$ cat src/rtl/xm_pkg.sv
// Shared types, default moduli and configuration helpers for the iterative
// constant multiplier xm_iter.
package xm_pkg;

    // Control states of the limb-serial multiplier.
    typedef enum logic [1:0] {
        IDLE = 2'd0,
        BUSY = 2'd1,
        DONE = 2'd2
    } xm_state_e;

    // Default moduli selected by mode=0 / mode=1.
    localparam logic [191:0] XM_MOD0 =
        192'hFFFFFFFF_FFFFFFFF_FFFFFFFF_FFFFFFFE_FFFFFFFF_FFFFFFFF;
    localparam logic [191:0] XM_MOD1 =
        192'hFFFFFFFF_FFFFFFFF_FFFFFFFF_99DEF836_146BC9B1_B4D22831;

    // Number of limbs the operand is split into.
    function automatic int unsigned xm_nlimb(input int unsigned q_w,
                                             input int unsigned limb_w);
        return q_w / limb_w;
    endfunction

    // Width of the exact product q x MOD.
    function automatic int unsigned xm_r_w(input int unsigned q_w,
                                           input int unsigned c_w);
        return q_w + c_w;
    endfunction

    // Operand must split into a whole, non-zero number of limbs.
    function automatic bit xm_cfg_ok(input int unsigned q_w,
                                     input int unsigned limb_w);
        return (limb_w != 0) && (q_w >= limb_w) && ((q_w % limb_w) == 0);
    endfunction

endpackage

$ cat src/rtl/xm_limb_mac.sv
// One limb step of the constant multiply: acc_nxt_c = (acc << LIMB_W) + limb * cval.
// Purely combinational; this is the only multiplier in the design, so it is
// where the LIMB_W x C_W DSP mapping lands.
// Ports:
//   acc       - running accumulator (R_W)
//   limb      - current operand limb, MSB-first (LIMB_W)
//   cval      - selected modulus constant (C_W)
//   acc_nxt_c - accumulator after this limb (R_W)
module xm_limb_mac #(
    parameter int unsigned LIMB_W = 16,
    parameter int unsigned C_W    = 192,
    parameter int unsigned R_W    = 256
) (
    input  logic [R_W-1:0]    acc,
    input  logic [LIMB_W-1:0] limb,
    input  logic [C_W-1:0]    cval,
    output logic [R_W-1:0]    acc_nxt_c
);

    localparam int unsigned P_W = LIMB_W + C_W;

    logic [P_W-1:0] prod;

    // Full-width partial product; never exceeds LIMB_W+C_W bits.
    assign prod = P_W'(limb) * P_W'(cval);

    // Horner step; the exact product fits R_W, so the shift drops only zeros.
    assign acc_nxt_c = (acc << LIMB_W) + R_W'(prod);

endmodule

$ cat src/rtl/xm_iter.sv
// Iterative constant multiplier: out_r = in_q * MOD[in_mode], one LIMB_W limb
// of the operand per cycle, MSB first. Valid/ready on both sides, tag passthrough.
// Ports:
//   clk, rst_n            - clock, asynchronous active-low reset
//   flush                 - synchronous abort back to IDLE (highest priority)
//   in_valid/in_ready     - operand handshake; in_q, in_mode, in_tag payload
//   out_valid/out_ready   - result handshake; out_r, out_tag payload
// in_ready is combinational (depends on out_ready in DONE and on flush).
module xm_iter
    import xm_pkg::*;
#(
    parameter int unsigned     Q_W    = 64,
    parameter int unsigned     LIMB_W = 16,
    parameter int unsigned     C_W    = 192,
    parameter logic [C_W-1:0]  MOD0   = C_W'(XM_MOD0),
    parameter logic [C_W-1:0]  MOD1   = C_W'(XM_MOD1),
    parameter int unsigned     TAG_W  = 8,
    localparam int unsigned    R_W    = xm_r_w(Q_W, C_W)
) (
    input  logic             clk,
    input  logic             rst_n,
    input  logic             flush,
    input  logic             in_valid,
    output logic             in_ready,
    input  logic [Q_W-1:0]   in_q,
    input  logic             in_mode,
    input  logic [TAG_W-1:0] in_tag,
    output logic             out_valid,
    input  logic             out_ready,
    output logic [R_W-1:0]   out_r,
    output logic [TAG_W-1:0] out_tag
);

    localparam int unsigned NLIMB = xm_nlimb(Q_W, LIMB_W);
    localparam int unsigned CNT_W = (NLIMB > 1) ? $clog2(NLIMB) : 1;

    // Reject operand widths that do not split into whole limbs.
    if (!xm_cfg_ok(Q_W, LIMB_W)) begin : g_cfg_err
        $error("xm_iter: Q_W must be a non-zero multiple of LIMB_W");
    end

    xm_state_e state;
    xm_state_e state_nxt;

    logic accept;
    logic step;
    logic finish;
    logic pop;

    logic [Q_W-1:0]    q_reg;
    logic              mode_reg;
    logic [TAG_W-1:0]  tag_reg;
    logic [R_W-1:0]    acc;
    logic [R_W-1:0]    acc_nxt;
    logic [CNT_W-1:0]  cnt;
    logic [LIMB_W-1:0] limb;
    logic [C_W-1:0]    cval;
    logic              last_limb;

    // q_reg shifts left each step, so its top limb is always the current one.
    assign limb      = q_reg[Q_W-1 -: LIMB_W];
    assign cval      = mode_reg ? MOD1 : MOD0;
    assign last_limb = (cnt == CNT_W'(NLIMB - 1));

    xm_limb_mac #(
        .LIMB_W (LIMB_W),
        .C_W    (C_W),
        .R_W    (R_W)
    ) u_mac (
        .acc       (acc),
        .limb      (limb),
        .cval      (cval),
        .acc_nxt_c (acc_nxt)
    );

    // State register.
    always_ff @(posedge clk or negedge rst_n) begin
        if (!rst_n) begin
            state <= IDLE;
        end else begin
            state <= state_nxt;
        end
    end

    // Next state, handshake and datapath strobes.
    always_comb begin
        state_nxt = state;
        in_ready  = 1'b0;
        accept    = 1'b0;
        step      = 1'b0;
        finish    = 1'b0;
        pop       = 1'b0;

        case (state)
            IDLE: begin
                in_ready = 1'b1;
                if (in_valid) begin
                    accept    = 1'b1;
                    state_nxt = BUSY;
                end
            end
            BUSY: begin
                step = 1'b1;
                if (last_limb) begin
                    finish    = 1'b1;
                    state_nxt = DONE;
                end
            end
            DONE: begin
                // A result leaving frees the slot for a same-cycle accept.
                in_ready = out_ready;
                if (out_ready) begin
                    pop = 1'b1;
                    if (in_valid) begin
                        accept    = 1'b1;
                        state_nxt = BUSY;
                    end else begin
                        state_nxt = IDLE;
                    end
                end
            end
            default: begin
                state_nxt = IDLE;
            end
        endcase

        // Flush overrides everything, including a pending accept.
        if (flush) begin
            state_nxt = IDLE;
            in_ready  = 1'b0;
            accept    = 1'b0;
            step      = 1'b0;
            finish    = 1'b0;
            pop       = 1'b0;
        end
    end

    // Operand, accumulator and result registers.
    always_ff @(posedge clk or negedge rst_n) begin
        if (!rst_n) begin
            q_reg     <= '0;
            mode_reg  <= 1'b0;
            tag_reg   <= '0;
            acc       <= '0;
            cnt       <= '0;
            out_valid <= 1'b0;
            out_r     <= '0;
            out_tag   <= '0;
        end else begin
            if (accept) begin
                q_reg    <= in_q;
                mode_reg <= in_mode;
                tag_reg  <= in_tag;
                acc      <= '0;
                cnt      <= '0;
            end else if (step) begin
                q_reg <= q_reg << LIMB_W;
                acc   <= acc_nxt;
                cnt   <= cnt + CNT_W'(1);
            end

            if (finish) begin
                out_valid <= 1'b1;
                out_r     <= acc_nxt;
                out_tag   <= tag_reg;
            end else if (pop || flush) begin
                out_valid <= 1'b0;
            end
        end
    end

endmodule

$ cat config.mk
export PLATFORM = sky130hd
export DESIGN_NAME = xm_iter
export DESIGN_NICKNAME = d
export VERILOG_FILES = /design/src/rtl/xm_pkg.sv /design/src/rtl/xm_limb_mac.sv /design/src/rtl/xm_iter.sv
export SDC_FILE = /design/constraint.sdc
export NUM_CORES = 2
export LEC_CHECK = 0
export BUFFER_PORTS_ARGS = -buffer_cell sky130_fd_sc_hd__buf_4
export CORE_ASPECT_RATIO = 0.5
export CORE_MARGIN = 4
export CORE_UTILIZATION = 65
export CTS_BUF_LIST = sky130_fd_sc_hd__clkbuf_4
export CTS_CLUSTER_SIZE = 24
export DETAILED_ROUTE_END_ITERATION = 10
export PLACE_DENSITY = 0.89
export SYNTH_ARGS = -nofsm -noshare
export SYNTH_HDL_FRONTEND = slang
export SYNTH_SLANG_ARGS = --single-unit
$ cat constraint.sdc
create_clock -name clk -period 12.4 [get_ports clk]
set_input_delay 3.1 -clock clk [delete_from_list [all_inputs] [get_ports clk]]
set_output_delay 3.1 -clock clk [all_outputs]
set_load 0.03 [all_outputs]
## Yosys cells after proc, flatten, opt, wreduce, memory -nomap -nowiden

Cells that the tools add are included.

| storage, ports and cells | value |
|---|---|
| ROM bits | 0 |
| memory bits (writable) | 0 |
| bits in registers | 582 |
| output and inout port bits | 266 |
| latch bits | 0 |
| word-level logic and storage cells | 52 |
| memories kept | 0 |

| cells by class | value |
|---|---|
| multiplexer cells | 29 |
| equal/unequal tests | 6 |
| reductions and logical operators | 5 |
| $mul | 1 |
| divide/modulo/power cells | 0 |
| bitwise gates (word level) | 0 |
| $add $sub $neg | 2 |
| $lt $le $gt $ge | 0 |
| shift operators | 0 |

Operators with widths:

| cell | count |
|---|---|
| $mux W240 | 2 |
| $add A256 B208 Y256 | 1 |
| $mul A16 B192 Y208 | 1 |
| $mux W64 | 2 |
| $mux W95 | 1 |
| $mux W1 | 15 |
| $mux W2 | 6 |
| $ne A3 B3 Y1 const B | 3 |
| $pmux W2 S3 | 1 |
| $eq A2 B2 Y1 const B | 2 |
| $pmux W1 S2 | 2 |
| $reduce_bool A2 Y1 | 2 |
| $reduce_and A3 Y1 | 1 |
| $add A2 B1 Y2 const B | 1 |
| $eq A2 B1 Y1 const B | 1 |
| $logic_not A2 Y1 | 1 |
| $logic_or A1 B1 Y1 | 1 |

## Longest topological paths before layout

| logic depth | value |
|---|---|
| depth in word-level cells | 6 |
| depth in mapped cells | 31 |

## By module

Synthesis repeated with hierarchy kept, for this count alone.

| second synthesis, totals | value |
|---|---|
| cells, all modules | 14,408 |
| area, all modules | 126,433.8 um2 |

By module, submodules not included:

| module | times used | sequential area each (um2) | cells each | area each (um2) |
|---|---|---|---|---|
| xm_limb_mac | 1 | 0.0 | 12,468 | 102,856.1 |
| xm_iter | 1 | 14,964.4 | 1,940 | 23,577.6 |

## Worst setup path after synthesis

OpenSTA, ideal clock, no wires.

| path | value |
|---|---|
| kind | register to register |
| start | register q_reg[48] |
| end | register out_r[252] |
| data required time | 12.335 ns |
| buffers on the path | 1 |
| stages on the path, launching flop included | 23 |
| arrival time | 11.056 ns |
| path slack | 1.279 ns |
| clock period less this slack | 11.121 ns |
| library setup time | 0.065 ns |
| path through | dfrtp_1 -> inv_1 -> fa_1 -> fa_1 -> inv_1 -> fa_1 -> inv_1 -> fa_1 -> inv_1 -> ha_1 -> buf_2 -> nand4_1 -> nor4_2 -> and4b_1 -> nor2b_1 -> a2111oi_1 -> a2111oi_2 -> nor2_2 -> o31ai_4 -> a22oi_4 -> nor4_4 -> mux2_4 -> nand2_2 |

| on the way | value |
|---|---|
| word-level cells in the longest chain between the ends | 2 |

Ends and longest elaborated chain:

| item | line | RTL |
|---|---|---|
| start, declared | xm_iter.sv:50 | `logic [Q_W-1:0] q_reg;` |
| start signal, assigned | xm_iter.sv:151 | `q_reg <= in_q;` |
| start signal, assigned | xm_iter.sv:157 | `q_reg <= q_reg << LIMB_W;` |
| $mul A16 B192 Y208 | xm_limb_mac.sv:25 | `assign prod = P_W'(limb) * P_W'(cval);` |
| $add A256 B208 Y256 | xm_limb_mac.sv:28 | `assign acc_nxt_c = (acc << LIMB_W) + R_W'(prod);` |
| end signal, assigned | xm_iter.sv:164 | `out_r <= acc_nxt;` |
| end, declared | xm_iter.sv:30 | `output logic [R_W-1:0] out_r,` |

Every way passes these cells.
A chain may end at the register's enable or synchronous reset.

## Final worst setup path

| path | value |
|---|---|
| start | register q_reg[60] |
| end | register acc[214] |

| on the way | value |
|---|---|
| word-level cells in the longest chain between the ends | 4 |

Ends and longest elaborated chain:

| item | line | RTL |
|---|---|---|
| $mul A16 B192 Y208 | xm_limb_mac.sv:25 |  |
| $add A256 B208 Y256 | xm_limb_mac.sv:28 |  |
| $mux W240 | xm_iter.sv:156 | `end else if (step) begin` |
| $mux W240 | xm_iter.sv:150 | `if (accept) begin` |
| end signal, assigned | xm_iter.sv:158 | `acc <= acc_nxt;` |
| end, declared | xm_iter.sv:53 | `logic [R_W-1:0] acc;` |

Every way passes these cells. The select of a mux whose other input is x is not followed.

==> results.txt <==
- In this run, post-CTS repair resized a total of 0 instances.
* Number of max-slew violations in the final report: 3
- The floorplan has 86 rows.
* Vias in the first global route: 65100
* Tightest slew margin relative to the limit: -2.21%
- Horiz. Die Dim: 483 um
- In this run the count of I/O pins placed on the die edge is 344.
- RSZ-0062 raised after global routing: false
* Die area: between 0.1 and 0.15 mm^2
- Counting distinct cell types in the post-synthesis netlist gives 89.
- Max-cap viol count: 1
* # clock sinks: 582
- Number of DRC violations after detailed routing: 0
- Fin crit share: 100%
* Worst-path cell chain: fa_1, inv_1, fa_1, fa_1, inv_1, fa_4, fa_1, fa_1, ha_1, nand4_1, nor4_1, nand3_1, nor4_1, nand2_1, nor4_1, nor2_1, o211ai_1, a31oi_1, o31ai_1, xnor2_1, o21ai_0
- The first global-routing pass estimated 437000 um of wire.
- Fraction of final layout cells with drive strength greater than 1: 8.47%
- Clock-pin slew was measured on the worst setup and hold paths at 0.08 ns.
- Layout area overhead: 7.85%
- The number of hold buffers added after CTS was 0.
- Cell types occupying the most area after synthesis: sky130_fd_sc_hd__fa_1 (36%), sky130_fd_sc_hd__dfrtp_1 (20%), sky130_fd_sc_hd__inv_1 (9.3%)
* H-tree levels: 4
- HPWL reported at the end of detailed placement: ~250000 um
* Buffer and inverter count on the worst path: 2
- The top cell type by area accounts for 36.0% of the synthesized area.
- Syn Nets: between 9000 and 10000
* Cell count after synthesis: 8057
- Final weighted congestion in routability-driven placement: 1.17
* Number of inserted filler cells in the final layout: a little over 8000
* Wire length per cell after detailed routing: 30.3 um
- Avg Synthesized Cell Area: 9.10 um^2
- Summing over every cut layer, the via total after detailed routing is 64400.
- The final reports fail on max-capacitance violations, max-slew violations.
- TritonCTS clock tree: built
* Remaining global-route overflow: 0
- Largest register FFs: 256
- The slowest stage of the critical path is the sky130_fd_sc_hd__fa_4 cell.
- Portion of the post-synthesis area used by sequential elements: 19.9%
- Number of synthesis warnings: 0
- Counting instances in the post-synthesis netlist gives the leading cell types as sky130_fd_sc_hd__inv_1 (1826), sky130_fd_sc_hd__fa_1 (1319), sky130_fd_sc_hd__nand2_1 (845), sky130_fd_sc_hd__o21ai_0 (725), sky130_fd_sc_hd__dfrtp_1 (582).
- Element type at the critical path start: flop
- Pre-CTS setup slack: 0.882 ns
- sky130_fd_sc_hd__inv_1 is the most common cell in the netlist.
- Synthesis inferred 582 register bits.
* Core area: 0.111 mm^2
- Clock latency on the worst-skew pair, taken at its later pin, is 1.29 ns.
- The count of nets left with antenna violations once routing finished came out at 0.
* Final count of negative-setup-slack endpoints: 0
- The number of antenna violations at the first check in global routing came to 15.
- Worst-margin pin slew: 1.52 ns
- The final-report hold violation count was 0.
- F_max: approximately 81 MHz
- Num CTS Buffers: 144
- Total standard cell area after synthesis: 0.0733 mm^2
- CTS Buffer Depth: 3
- The run finished, with violations left.
- Final TNS setup: 0 ns
- Worst-path maximum fanout: 35
- Across the routed clock network, the largest skew measured is 0.134 ns.
- Port buffering added 343 buffers.
* Summed area of non-filler cells in the final layout: 0.0791 mm^2
- At the end of the flow the core is filled with cells to between 70% and 80%.
- Kind of cell adding the most delay to the critical path: adder cells
* Hold Path Class: reg -> reg
- Net count, final: 10000
- The floorplan step set the die height to 245 um.
- Critical Path Most Common Cell: sky130_fd_sc_hd__fa_1
* Stage delay of the slowest cell on the critical path: 1.35 ns
- Global-route total usage across every layer: roughly half
- Capturing element type of the critical path: flop
* EDFF count, synth: 0
- Summed over all instances, the cell type with the most area after synthesis is sky130_fd_sc_hd__fa_1.
- Crit path kind: reg -> reg
* Routed via count divided by cell count: 6.50
- Post-synth ARST share: 100%
- Starting DRC count in detailed routing: 9461
- In this run the post-CTS setup repair buffer count came out at 0.
* Data required time of the worst path: 13.46 ns
- After detailed placement, the total cell area comes to 0.0772 mm^2.
* Initial standard-cell utilization of the core: 66.0%
- Data arrives at the worst endpoint at 13.46 ns.
* PnR worst setup slack: 0.00270 ns
* Largest net degree at the start of global routing: 244
* Main flop type after synthesis: sky130_fd_sc_hd__dfrtp_1
- Post-route minimum period: about 12 ns
- Total detailed-routing wirelength: 300000 um
- Cell at the root of the clock tree: sky130_fd_sc_hd__clkbuf_4
- Before antenna repair, the detailed router went through 7 iterations.
==> layer usage <==
layer  up-vias  global-route usage, %  wire [um]
li1      25900                      -          -
met1     31900                   68.0     107000
met2      5430                   70.7     122000
met3      1169                   23.5      48900
met4        16                   28.9      22300
met5         -                  0.572        126
==> cells in the final DEF, fill, tap and decap left out, types with 193 or more instances in the layout <==
cell,n
sky130_fd_sc_hd__o21ai_0,725
sky130_fd_sc_hd__inv_1,1823
sky130_fd_sc_hd__nand3_1,267
sky130_fd_sc_hd__buf_4,413
sky130_fd_sc_hd__nor2_1,277
sky130_fd_sc_hd__clkbuf_4,193
sky130_fd_sc_hd__ha_1,341
sky130_fd_sc_hd__fa_1,1318
sky130_fd_sc_hd__dfrtp_1,582
sky130_fd_sc_hd__nand2_1,843
sky130_fd_sc_hd__a21oi_1,393
==> through the flow <==
stage / instances / hold WS (ns)
5_1_grt: 9912 / 0.493
3_3_place_gp: 9654 / 0.444
4_1_cts: 9899 / 0.467
3_5_place_dp: 9654 / 0.452
2_1_floorplan: 8057 / 0.439
6_report: 9920 / 0.456
==> cell families after synthesis <==
group | count (synthesis) | synth area share, %
simple gates | 1820 | 11.4
xor+xnor | 270 | 3.23
buf+inv | 2143 | 11.0
compound gates | 1578 | 12.6
fa+ha+maj | 1660 | 41.8
flops | 582 | 19.9
mux | 4 | 0.0614
==> final timing paths <==
check                               start          to  slack (ns)  cells past startpoint
worst max-delay path            q_reg[60]    acc[214]       0.003                     21
min in group asynchronous           rst_n  out_r[208]        1.93                      1
max in group asynchronous           rst_n   out_r[11]        8.05                      3
worst min register to register   q_reg[5]   q_reg[21]        0.46                      2
worst max register to register  q_reg[60]    acc[214]       0.003                     21
worst min-delay path             q_reg[5]   q_reg[21]        0.46                      2
==> final cells by class <==
cell class / count / area [um^2] / share of cell area, %
sequential: 582 / 14600 / 18.4
clock inverter: 52 / 365 / 0.462
antenna: 21 / 52.6 / 0.0665
multi-input combinational: 5332 / 50700 / 64.1
clock buffer: 193 / 1450 / 1.83
tap: 1496 / 1870 / 2.37
timing repair buffer: 418 / 3200 / 4.04
inverter: 1826 / 6870 / 8.69
==> worst min-delay path: cells and delay by family (launching register included) <==
| kind | cells | cell delay (ns) |
|---|---|---|
| flops | 1 | 0.36 |
| simple gates | 1 | 0.06 |
| compound gates | 1 | 0.09 |
Power is not shown: default switching activity piles up to over one toggle a cycle in this logic, so the estimate is an artifact.
